==> src/rtl/rf_ctrl_pkg.sv <==
// Shared types and defaults for the register-file write-port controller:
// FSM/grant encodings, default sizes and the address-width helper.
package rf_ctrl_pkg;

    localparam int XLEN_DEF = 32;
    localparam int NREG_DEF = 32;

    typedef enum logic {
        ST_CLEAR = 1'b0,
        ST_RUN   = 1'b1
    } state_e;

    typedef enum logic {
        GR_WB  = 1'b0,
        GR_DBG = 1'b1
    } grant_e;

    function automatic int addr_width(input int nreg);
        return (nreg > 1) ? $clog2(nreg) : 1;
    endfunction

endpackage

==> src/rtl/rr_arbiter2.sv <==
// Two-way round-robin arbiter for the write port. Index 0 is writeback and
// index 1 is debug. It also owns the last-grant register.
module rr_arbiter2
    import rf_ctrl_pkg::*;
(
    input  logic       clk,
    input  logic       reset,
    input  logic [1:0] valid,
    input  logic       accept,
    input  state_e     state,
    output logic [1:0] ready
);

    grant_e last_grant_q;
    grant_e last_grant_d;

    // Each ready looks only at the other requester's valid, so it never
    // combinationally depends on its own valid.
    always_comb begin
        ready = 2'b00;
        if (state == ST_RUN) begin
            ready[0] = !(valid[1] && (last_grant_q == GR_WB));
            ready[1] = !(valid[0] && (last_grant_q == GR_DBG));
        end
    end

    always_comb begin
        last_grant_d = last_grant_q;
        if (accept) begin
            last_grant_d = (valid[0] && ready[0]) ? GR_WB : GR_DBG;
        end
    end

    always_ff @(posedge clk or posedge reset) begin
        if (reset) begin
            last_grant_q <= GR_DBG;
        end else begin
            last_grant_q <= last_grant_d;
        end
    end

endmodule

==> src/rtl/regfile_write_ctrl.sv <==
// Register-file write-port sequencer. After reset it clears r1..rN-1, then
// arbitrates the single write port between the writeback and debug requesters.
module regfile_write_ctrl
    import rf_ctrl_pkg::*;
#(
    parameter  int XLEN = XLEN_DEF,
    parameter  int NREG = NREG_DEF,
    localparam int AW   = addr_width(NREG)
) (
    input  logic            clk,
    input  logic            reset,
    input  logic            wb_valid,
    output logic            wb_ready,
    input  logic [AW-1:0]   wb_addr,
    input  logic [XLEN-1:0] wb_data,
    input  logic            dbg_valid,
    output logic            dbg_ready,
    input  logic [AW-1:0]   dbg_addr,
    input  logic [XLEN-1:0] dbg_data,
    output logic            rf_we,
    output logic [AW-1:0]   rf_waddr,
    output logic [XLEN-1:0] rf_wdata,
    output logic            init_done
);

    state_e          state_q,     state_d;
    logic [AW-1:0]   clr_idx_q,   clr_idx_d;
    logic            rf_we_q,     rf_we_d;
    logic [AW-1:0]   rf_waddr_q,  rf_waddr_d;
    logic [XLEN-1:0] rf_wdata_q,  rf_wdata_d;
    logic            init_done_q, init_done_d;

    logic [1:0]      req_valid;
    logic [1:0]      req_ready;
    logic            wb_fire;
    logic            dbg_fire;
    logic            accept;
    logic [AW-1:0]   sel_addr;
    logic [XLEN-1:0] sel_data;

    assign req_valid = {dbg_valid, wb_valid};

    rr_arbiter2 u_arb (
        .clk    (clk),
        .reset  (reset),
        .valid  (req_valid),
        .accept (accept),
        .state  (state_q),
        .ready  (req_ready)
    );

    assign wb_ready  = req_ready[0];
    assign dbg_ready = req_ready[1];
    assign wb_fire   = wb_valid  && req_ready[0];
    assign dbg_fire  = dbg_valid && req_ready[1];
    assign accept    = wb_fire || dbg_fire;
    assign sel_addr  = wb_fire ? wb_addr : dbg_addr;
    assign sel_data  = wb_fire ? wb_data : dbg_data;

    always_comb begin
        state_d     = state_q;
        clr_idx_d   = clr_idx_q;
        rf_we_d     = 1'b0;
        rf_waddr_d  = rf_waddr_q;
        rf_wdata_d  = rf_wdata_q;
        init_done_d = init_done_q;
        case (state_q)
            ST_CLEAR: begin
                rf_we_d    = 1'b1;
                rf_waddr_d = clr_idx_q;
                rf_wdata_d = '0;
                clr_idx_d  = clr_idx_q + 1'b1;
                if (clr_idx_q == AW'(NREG - 1)) begin
                    state_d     = ST_RUN;
                    init_done_d = 1'b1;
                end
            end
            ST_RUN: begin
                // r0 writes still consume a grant but are never committed.
                if (accept) begin
                    rf_we_d    = (sel_addr != '0);
                    rf_waddr_d = sel_addr;
                    rf_wdata_d = sel_data;
                end
            end
            default: begin
                state_d = ST_CLEAR;
            end
        endcase
    end

    always_ff @(posedge clk or posedge reset) begin
        if (reset) begin
            state_q     <= ST_CLEAR;
            clr_idx_q   <= AW'(1);
            rf_we_q     <= 1'b0;
            rf_waddr_q  <= '0;
            rf_wdata_q  <= '0;
            init_done_q <= 1'b0;
        end else begin
            state_q     <= state_d;
            clr_idx_q   <= clr_idx_d;
            rf_we_q     <= rf_we_d;
            rf_waddr_q  <= rf_waddr_d;
            rf_wdata_q  <= rf_wdata_d;
            init_done_q <= init_done_d;
        end
    end

    assign rf_we     = rf_we_q;
    assign rf_waddr  = rf_waddr_q;
    assign rf_wdata  = rf_wdata_q;
    assign init_done = init_done_q;

endmodule
==> config.mk <==
export PLATFORM = sky130hd
export DESIGN_NAME = regfile_write_ctrl
export DESIGN_NICKNAME = d
export VERILOG_FILES = /design/src/rtl/rf_ctrl_pkg.sv /design/src/rtl/rr_arbiter2.sv /design/src/rtl/regfile_write_ctrl.sv
export SDC_FILE = /design/constraint.sdc
export NUM_CORES = 1
export LEC_CHECK = 0
export ABC_AREA = 1
export CAP_MARGIN = 10
export CORE_MARGIN = 5
export CORE_UTILIZATION = 44
export CTS_CLUSTER_DIAMETER = 200
export CTS_CLUSTER_SIZE = 12
export DETAILED_ROUTE_END_ITERATION = 8
export GPL_ROUTABILITY_DRIVEN = 0
export PLACE_DENSITY = 0.86
export SETUP_SLACK_MARGIN = 0.2
export SLEW_MARGIN = 20
export SYNTH_ARGS = -nofsm -noshare
export SYNTH_HDL_FRONTEND = slang
export SYNTH_SLANG_ARGS = --single-unit
==> constraint.sdc <==
create_clock -name clk -period 4.65 [get_ports clk]
set_clock_uncertainty 0.15 [all_clocks]
set_input_delay 0.93 -clock clk [delete_from_list [all_inputs] [get_ports clk]]
set_output_delay 0.93 -clock clk [all_outputs]
set_load 0.05 [all_outputs]
# == Word-level counts from Yosys, hierarchy flattened ==
# Cells that the tools add are included.
# word_totals
regBits,46
elab_cells,33
out_inout_bits,41
# classes
n_reduce_logical,9
mux,12
n_eq_ne,2
add_sub_neg,1
n_bitwise,2
# op_table
operator,n
two-way mux 32 bit,2
case mux 32 bit (2 select lines),1
two-way mux 5 bit,2
case mux 5 bit (2 select lines),1
adder 5 x 1 -> 5 bit (second input constant),1
== test 5 bit (second input constant),1
nonzero test 5 bit,1
logical AND 1 bit,4
two-way mux 1 bit,4
logical NOT 1 bit,2
two-way mux 2 bit,1
inequality test 2 x 1 -> 1 bit (second input constant),1
NOT 1 bit,2
case mux 1 bit (2 select lines),1
AND reduction 2 bit,1
logical OR 1 bit,1

# == Logic depth before layout (Yosys ltp) ==
# Gate-level depths: netlist of the first run.
# logic_depth
ltp_word,9
depth_mapped,10
ltp_nobuf,9

# == Modules after synthesis ==
# Synthesis of the first run repeated with hierarchy kept, for this count alone.
# unflattened
cells_unflattened,270
hier_area_um2,2426.1
# modules_own_cells
mod,area_each_um2,instances,cells_per_inst,seq_area_each_um2
regfile_write_ctrl,2348.5,1,257,1127.3
rr_arbiter2,77.6,1,13,26.3

# == Worst setup path before layout of the first run ==
# No wires, ideal clock.
# synth_timing
kind,input to output
startpoint,input wb_valid
endpoint,output dbg_ready
arrival_time_ns,1.847
setup_slack_ns,1.723
stages,2
cell_sequence,buf_4 > a21oi_1
# synth_between
elab_chain_cells,3
# synth_rtl
element,line,rtl
start: declaration,regfile_write_ctrl.sv:12,"input logic wb_valid,"
logical AND 1 bit,rr_arbiter2.sv:23,ready[1] = !(valid[0] && (last_grant_q == GR_DBG));
logical NOT 1 bit,rr_arbiter2.sv:23,
two-way mux 2 bit,rr_arbiter2.sv:21,if (state == ST_RUN) begin
end: declaration,regfile_write_ctrl.sv:17,"output logic dbg_ready,"
# Every way passes these cells.

# == Worst setup path in the final report of the first run ==
# Ends and elaborated chain as after synthesis.

==> results of run 1 <==
[registers in the layout, summed over array words and instances (netlist names)]
signal              count
rf_wdata               32
clr_idx_q               5
rf_waddr                5
init_done               1
rf_we                   1
state_q                 1
u_arb.last_grant_q      1
[logic make-up after synthesis]
logic type	Yosys count	share of synthesized area (%)
AOI/OAI and AO/OA	74	18.3
and+or+nand+nor	112	21.6
xor gates and xnor gates	2	0.705
buffers and inverters	60	12.0
adders and majority gates	2	1.01
DFF	46	46.4
[layer usage]
metal / global-route usage (%) / up-vias
met4: 4.46 / 0
li1: - / 1151
met2: 30.6 / 69
met3: 4.95 / 5
met1: 20.6 / 1024
met5: 0 / -
[power breakdown]
group          leakage (nW)  internal [mW]  switching (mW)
Combinational          1.12          0.208           0.356
Sequential            0.544          0.459          0.0353
Clock                0.0524          0.161           0.126
Total                  1.72          0.827           0.517
[area by class of cell]
type / instances / area, sq um
inverters: 43 / 174
multi-input cells: 190 / 1030
flip-flops and latches: 46 / 1150
fillers: 442 / 1770
repair buffers: 118 / 1180
clock buffers: 7 / 76.3
clock inverters: 1 / 30.0
well taps: 72 / 90.1
[placed cells by master (no fill, tap or decap), types with 2 or more instances in the layout]
master,n
o21ai_0,37
a21oi_1,2
nor3_1,2
ha_1,2
o21ai_2,20
clkbuf_8,5
nand3_1,3
nand2_2,20
o21ai_1,10
nand4_1,5
o22ai_1,3
inv_1,39
nand2_1,68
dfstp_2,2
dfrtp_1,44
clkbuf_1,2
nand2_4,2
clkdlybuf4s50_1,118
nor2_1,9
inv_2,2
[worst max path at each step]
| stage | end | cells past startpoint |
|---|---|---|
| after floorplan | dbg_ready | 2 |
| after global placement | dbg_ready | 3 |
| after detailed placement | dbg_ready | 3 |
| after CTS | dbg_ready | 3 |
| after global routing | wb_ready | 3 |
| final | dbg_ready | 3 |
[worst max-delay path, delay by kind of cell]
kind | cells | cell delay [ns]
buffers and inverters | 2 | 1.41
AO/OA/AOI/OAI | 1 | 0.20
[stage by stage]
step                      setup slack (ns)  hold slack [ns]  instance area (sq um)  util [%]  total power, mW
final                                 1.04            0.313                   3740      67.9             1.34
after global routing                 0.970            0.342                   3740      67.9             1.42
after CTS                             1.05            0.313                   3740      67.9             1.36
after detailed placement              1.06            0.294                   3630      66.0             1.07
after global placement                1.08            0.291                   3630      66.0             1.06
after floorplan                       1.72            0.325                   2480         -            0.863
==> flow_summary.json, run 1 <==
{
  "cts_made_buffers": 5,
  "slowest_delay_ns": 0.83,
  "drv_cap": 0,
  "crit_start": "wb_valid",
  "wl_mm": 6.16,
  "drtPass1Iterations": 4,
  "initialDrtViolationCount": 102,
  "timing.rr.end": "rf_wdata[25]$_DFFE_PP0P_",
  "die_width_um": 85.2,
  "yosys.cell_types.count": 32,
  "hpwl_mm": 4.67,
  "grt_max_degree": 71,
  "grt_pass1_vias": 2209,
  "finalHoldViolCount": 0,
  "cts-root-buf": "clkbuf_8",
  "drv_slew": 0,
  "core_area_sq_mm": 0.00551,
  "power.static_leakage_nw": 1.72,
  "min_delay_path_depth": 1,
  "antenna_found_initial": 0,
  "worstSetupStartpointType": "input pin",
  "route.met3.wl_um": 479,
  "grt_pass1_wl_mm": 10.2,
  "wl_met2_mm": 3.08,
  "wl_met1_mm": 2.54,
  "hp-start": "init_done$_DFFE_PP0P_",
  "critPathCaptureType": "output port",
  "clock_latency_ns": 0.29,
  "yosys_register_bits": 46,
  "drt-vias-per-instance": 4.71,
  "ant_nets": 0,
  "top_layer_used": "met4",
  "overflow": 0,
  "syn_area_sq_mm": 0.00248,
  "worst_pin_slew_ns": 0.927,
  "drc": 0,
  "io_pins": 119,
  "dieArea_sq_mm": 0.00725,
  "synth_edf_count": 0,
  "nNetsFinal": 484,
  "route.detailed.wl_per_inst_um": 12.9,
  "drive_gt1_share_pct": 14.1,
  "vias": 2249,
  "ys_top_cells_by_count": "nand2_1, dfrtp_1, inv_1",
  "worstPathCellList": "clkdlybuf4s50_1, a21oi_1, clkdlybuf4s50_1",
  "synth_warnings": 0,
  "placement_rows": 27,
  "synthArstFlopShare_pct": 100,
  "initial_core_util_pct": 45.1,
  "max_freq_mhz": 277,
  "io_buffers": 118,
  "min_to": "init_done$_DFFE_PP0P_",
  "holdBufCountCts": 0,
  "synth-seq-area-share_pct": 46.4,
  "finalSetupViolCount": 0,
  "synth.area.top_cells": "dfrtp_1, nand2_1, o21ai_0, o21ai_2, inv_1",
  "worstPathMaxFanout": 8,
  "worstPathArrival_ns": 2.53,
  "synth.avg_cell_area_sq_um": 8.39,
  "clk_pin_slew_worst_paths_ns": 0.08,
  "postCtsSetupBuffers": 0,
  "antenna_cells": 0,
  "synth.most_common_cell": "nand2_1",
  "ys.flop_type": "dfrtp_1",
  "dp_cells": 469,
  "r2r_setup_slack_ns": 2.03,
  "crit_top_cell": "clkdlybuf4s50_1",
  "vdd_drop_max_v": 0.000239,
  "cellPowerDensity_mw_per_mm2": 360,
  "htree_levels": 2,
  "syn_inst": 296,
  "status": "finished clean",
  "max_slew_margin_pct": 38.1,
  "rsz0062_at_grt": "no",
  "clock_path_buffers": 2,
  "hold_path_class": "flip-flop to flip-flop",
  "regToRegStartpoint": "state_q$_DFF_PP0_",
  "cts_tree": "built",
  "post-synth-top-area-fraction_pct": 44.3,
  "synth_area_leader_cell": "dfrtp_1",
  "cts_num_sinks": 46,
  "path_class": "input pin to output port",
  "slowest_stage": "clkdlybuf4s50_1",
  "syn2layout_area_growth_pct": 50.5,
  "finalSetupTns_ns": 0,
  "fin_cells": 477,
  "period_needed_ns": 3.61,
  "critical_path_required_ns": 3.57,
  "reg2regPathDepth": 7,
  "die_h_um": 85.2,
  "synth_nets": 376,
  "cts_resized": 0,
  "track_usage_pct": 17.4,
  "fin_crit_sh_pct": 77.7
}
Power figures use the tool's default switching activity.
==> inputs of run 2 (changes only) <==
- CORE_UTILIZATION: 44 -> 37
- PLACE_DENSITY: 0.86 -> 0.77
- clock period: 4.65 -> 2.9 ns (I/O delays scaled with it)
==> run 2 against run 1 <==
Clock power rose by 38%. Die area rose by 17%. First-iteration DRC count fell by 49%. Largest power group unchanged.
==> flow_summary.json, run 2 (synthesized netlist as in run 1, its figures left out) <==
{
  "wl_mm": 6.41,
  "min_to": "init_done$_DFFE_PP0P_",
  "path_delay_family": "flip-flops",
  "initial_core_util_pct": 38.5,
  "hp-start": "init_done$_DFFE_PP0P_",
  "largest_reg_flops": 32,
  "htree_levels": 2,
  "cp.buffers_inverters": 2,
  "r2r_setup_slack_ns": 0.57,
  "hold_path_class": "flip-flop to flip-flop",
  "die_h_um": 92.0,
  "min_delay_path_depth": 1,
  "antenna_cells": 0,
  "worstPathArrival_ns": 1.71,
  "drtPass1Iterations": 4,
  "die_width_um": 92.0,
  "critPathCaptureType": "output port",
  "antenna_found_initial": 0,
  "fin_crit_sh_pct": 84.3,
  "initialDrtViolationCount": 52,
  "syn2layout_area_growth_pct": 51.9,
  "rsz0062_at_grt": "no",
  "slowest_delay_ns": 0.81,
  "max_freq_mhz": 409,
  "timing.rr.end": "rf_we$_DFF_PP0_",
  "cellPowerDensity_mw_per_mm2": 556,
  "final_cell_mix": "clkdlybuf4s50_1, nand2_1, dfrtp_1",
  "finalSetupTns_ns": 0,
  "postCtsSetupBuffers": 0,
  "worst_pin_slew_ns": 0.713,
  "clock_latency_ns": 0.28,
  "io_buffers": 118,
  "dieArea_sq_mm": 0.00845,
  "worstPathCellList": "inv_1, a21oi_1, buf_12",
  "multiInputGateArea_sq_mm": 0.00103,
  "critical_path_required_ns": 2.17,
  "core_area_sq_mm": 0.00646,
  "regToRegStartpoint": "state_q$_DFF_PP0_",
  "drv_cap": 0,
  "worstPathMaxFanout": 16,
  "vdd_drop_max_v": 0.000292,
  "power.static_leakage_nw": 1.74,
  "clk_pin_slew_worst_paths_ns": 0.08,
  "nNetsFinal": 489,
  "crit_start": "state_q$_DFF_PP0_",
  "fill_cells": 587,
  "grt_max_degree": 38,
  "io_pins": 119,
  "slowest_stage": "dfrtp_1",
  "max_slew_margin_pct": 52.4,
  "ant_nets": 0,
  "overflow": 0,
  "placement_rows": 29,
  "clock_path_buffers": 2,
  "p_total_mw": 2.10,
  "grt_pass1_wl_mm": 10.8,
  "route.detailed.wl_per_inst_um": 13.2,
  "cts_num_sinks": 46,
  "fin_cells": 487,
  "grt_pass1_vias": 2284,
  "cts_made_buffers": 5,
  "drc": 0,
  "cts_tree": "built",
  "drv_slew": 0,
  "worstSetupStartpointType": "flip-flop",
  "track_usage_pct": 15.3,
  "period_needed_ns": 2.44,
  "reg2regPathDepth": 8,
  "path_class": "flip-flop to output port",
  "drive_gt1_share_pct": 15.9,
  "cts_resized": 0,
  "drt-vias-per-instance": 4.64,
  "dp_cells": 479,
  "vias": 2261,
  "cts-root-buf": "clkbuf_8",
  "status": "finished clean",
  "finalSetupViolCount": 0,
  "seq_area_sq_mm": 0.00115,
  "hpwl_mm": 4.97,
  "holdBufCountCts": 0,
  "finalHoldViolCount": 0,
  "mostFrequentLayoutCell": "clkdlybuf4s50_1"
}
[run 2: area by class of cell]
cell class              instances  area share, %
well taps                      77           2.55
inverters                      43           4.61
repair buffers                123           32.5
clock buffers                   7           2.29
multi-input cells             190           27.4
clock inverters                 1          0.133
flip-flops and latches         46           30.6
[run 2: how the worst max path moves through the flow]
stage,to,slack [ns],cells past startpoint
after floorplan,dbg_ready,0.67,2
after global placement,rf_we$_DFF_PP0_,0.32,9
after detailed placement,rf_wdata[23]$_DFFE_PP0P_,0.26,8
after CTS,dbg_ready,0.47,3
after global routing,rf_we$_DFF_PP0_,0.37,8
final,dbg_ready,0.46,3
[run 2: report_power, final]
group / leakage (nW) / switching (mW) / internal, mW / total [mW]
sequential: 0.544 / 0.0588 / 0.735 / 0.794
clock: 0.0482 / 0.202 / 0.193 / 0.395
combinational: 1.15 / 0.570 / 0.340 / 0.910
total: 1.74 / 0.831 / 1.27 / 2.10
[run 2: metal layers]
layer	global-route usage (%)	up-vias	wire length [um]
li1	-	1164	-
met1	18.9	1024	2670
met2	27.5	71	3250
met3	4.34	2	470
met4	1.86	0	21
met5	0	-	0
[run 2: metrics by stage]
step | area (sq um) | setup WS [ns] | hold WS (ns) | util, %
finish | 3770 | 0.456 | 0.314 | 58.4
global route | 3770 | 0.365 | 0.353 | 58.4
CTS | 3770 | 0.473 | 0.321 | 58.4
detailed placement | 3680 | 0.263 | 0.302 | 57.0
global placement | 3680 | 0.319 | 0.297 | 57.0
floorplan | 2480 | 0.673 | 0.325 | -
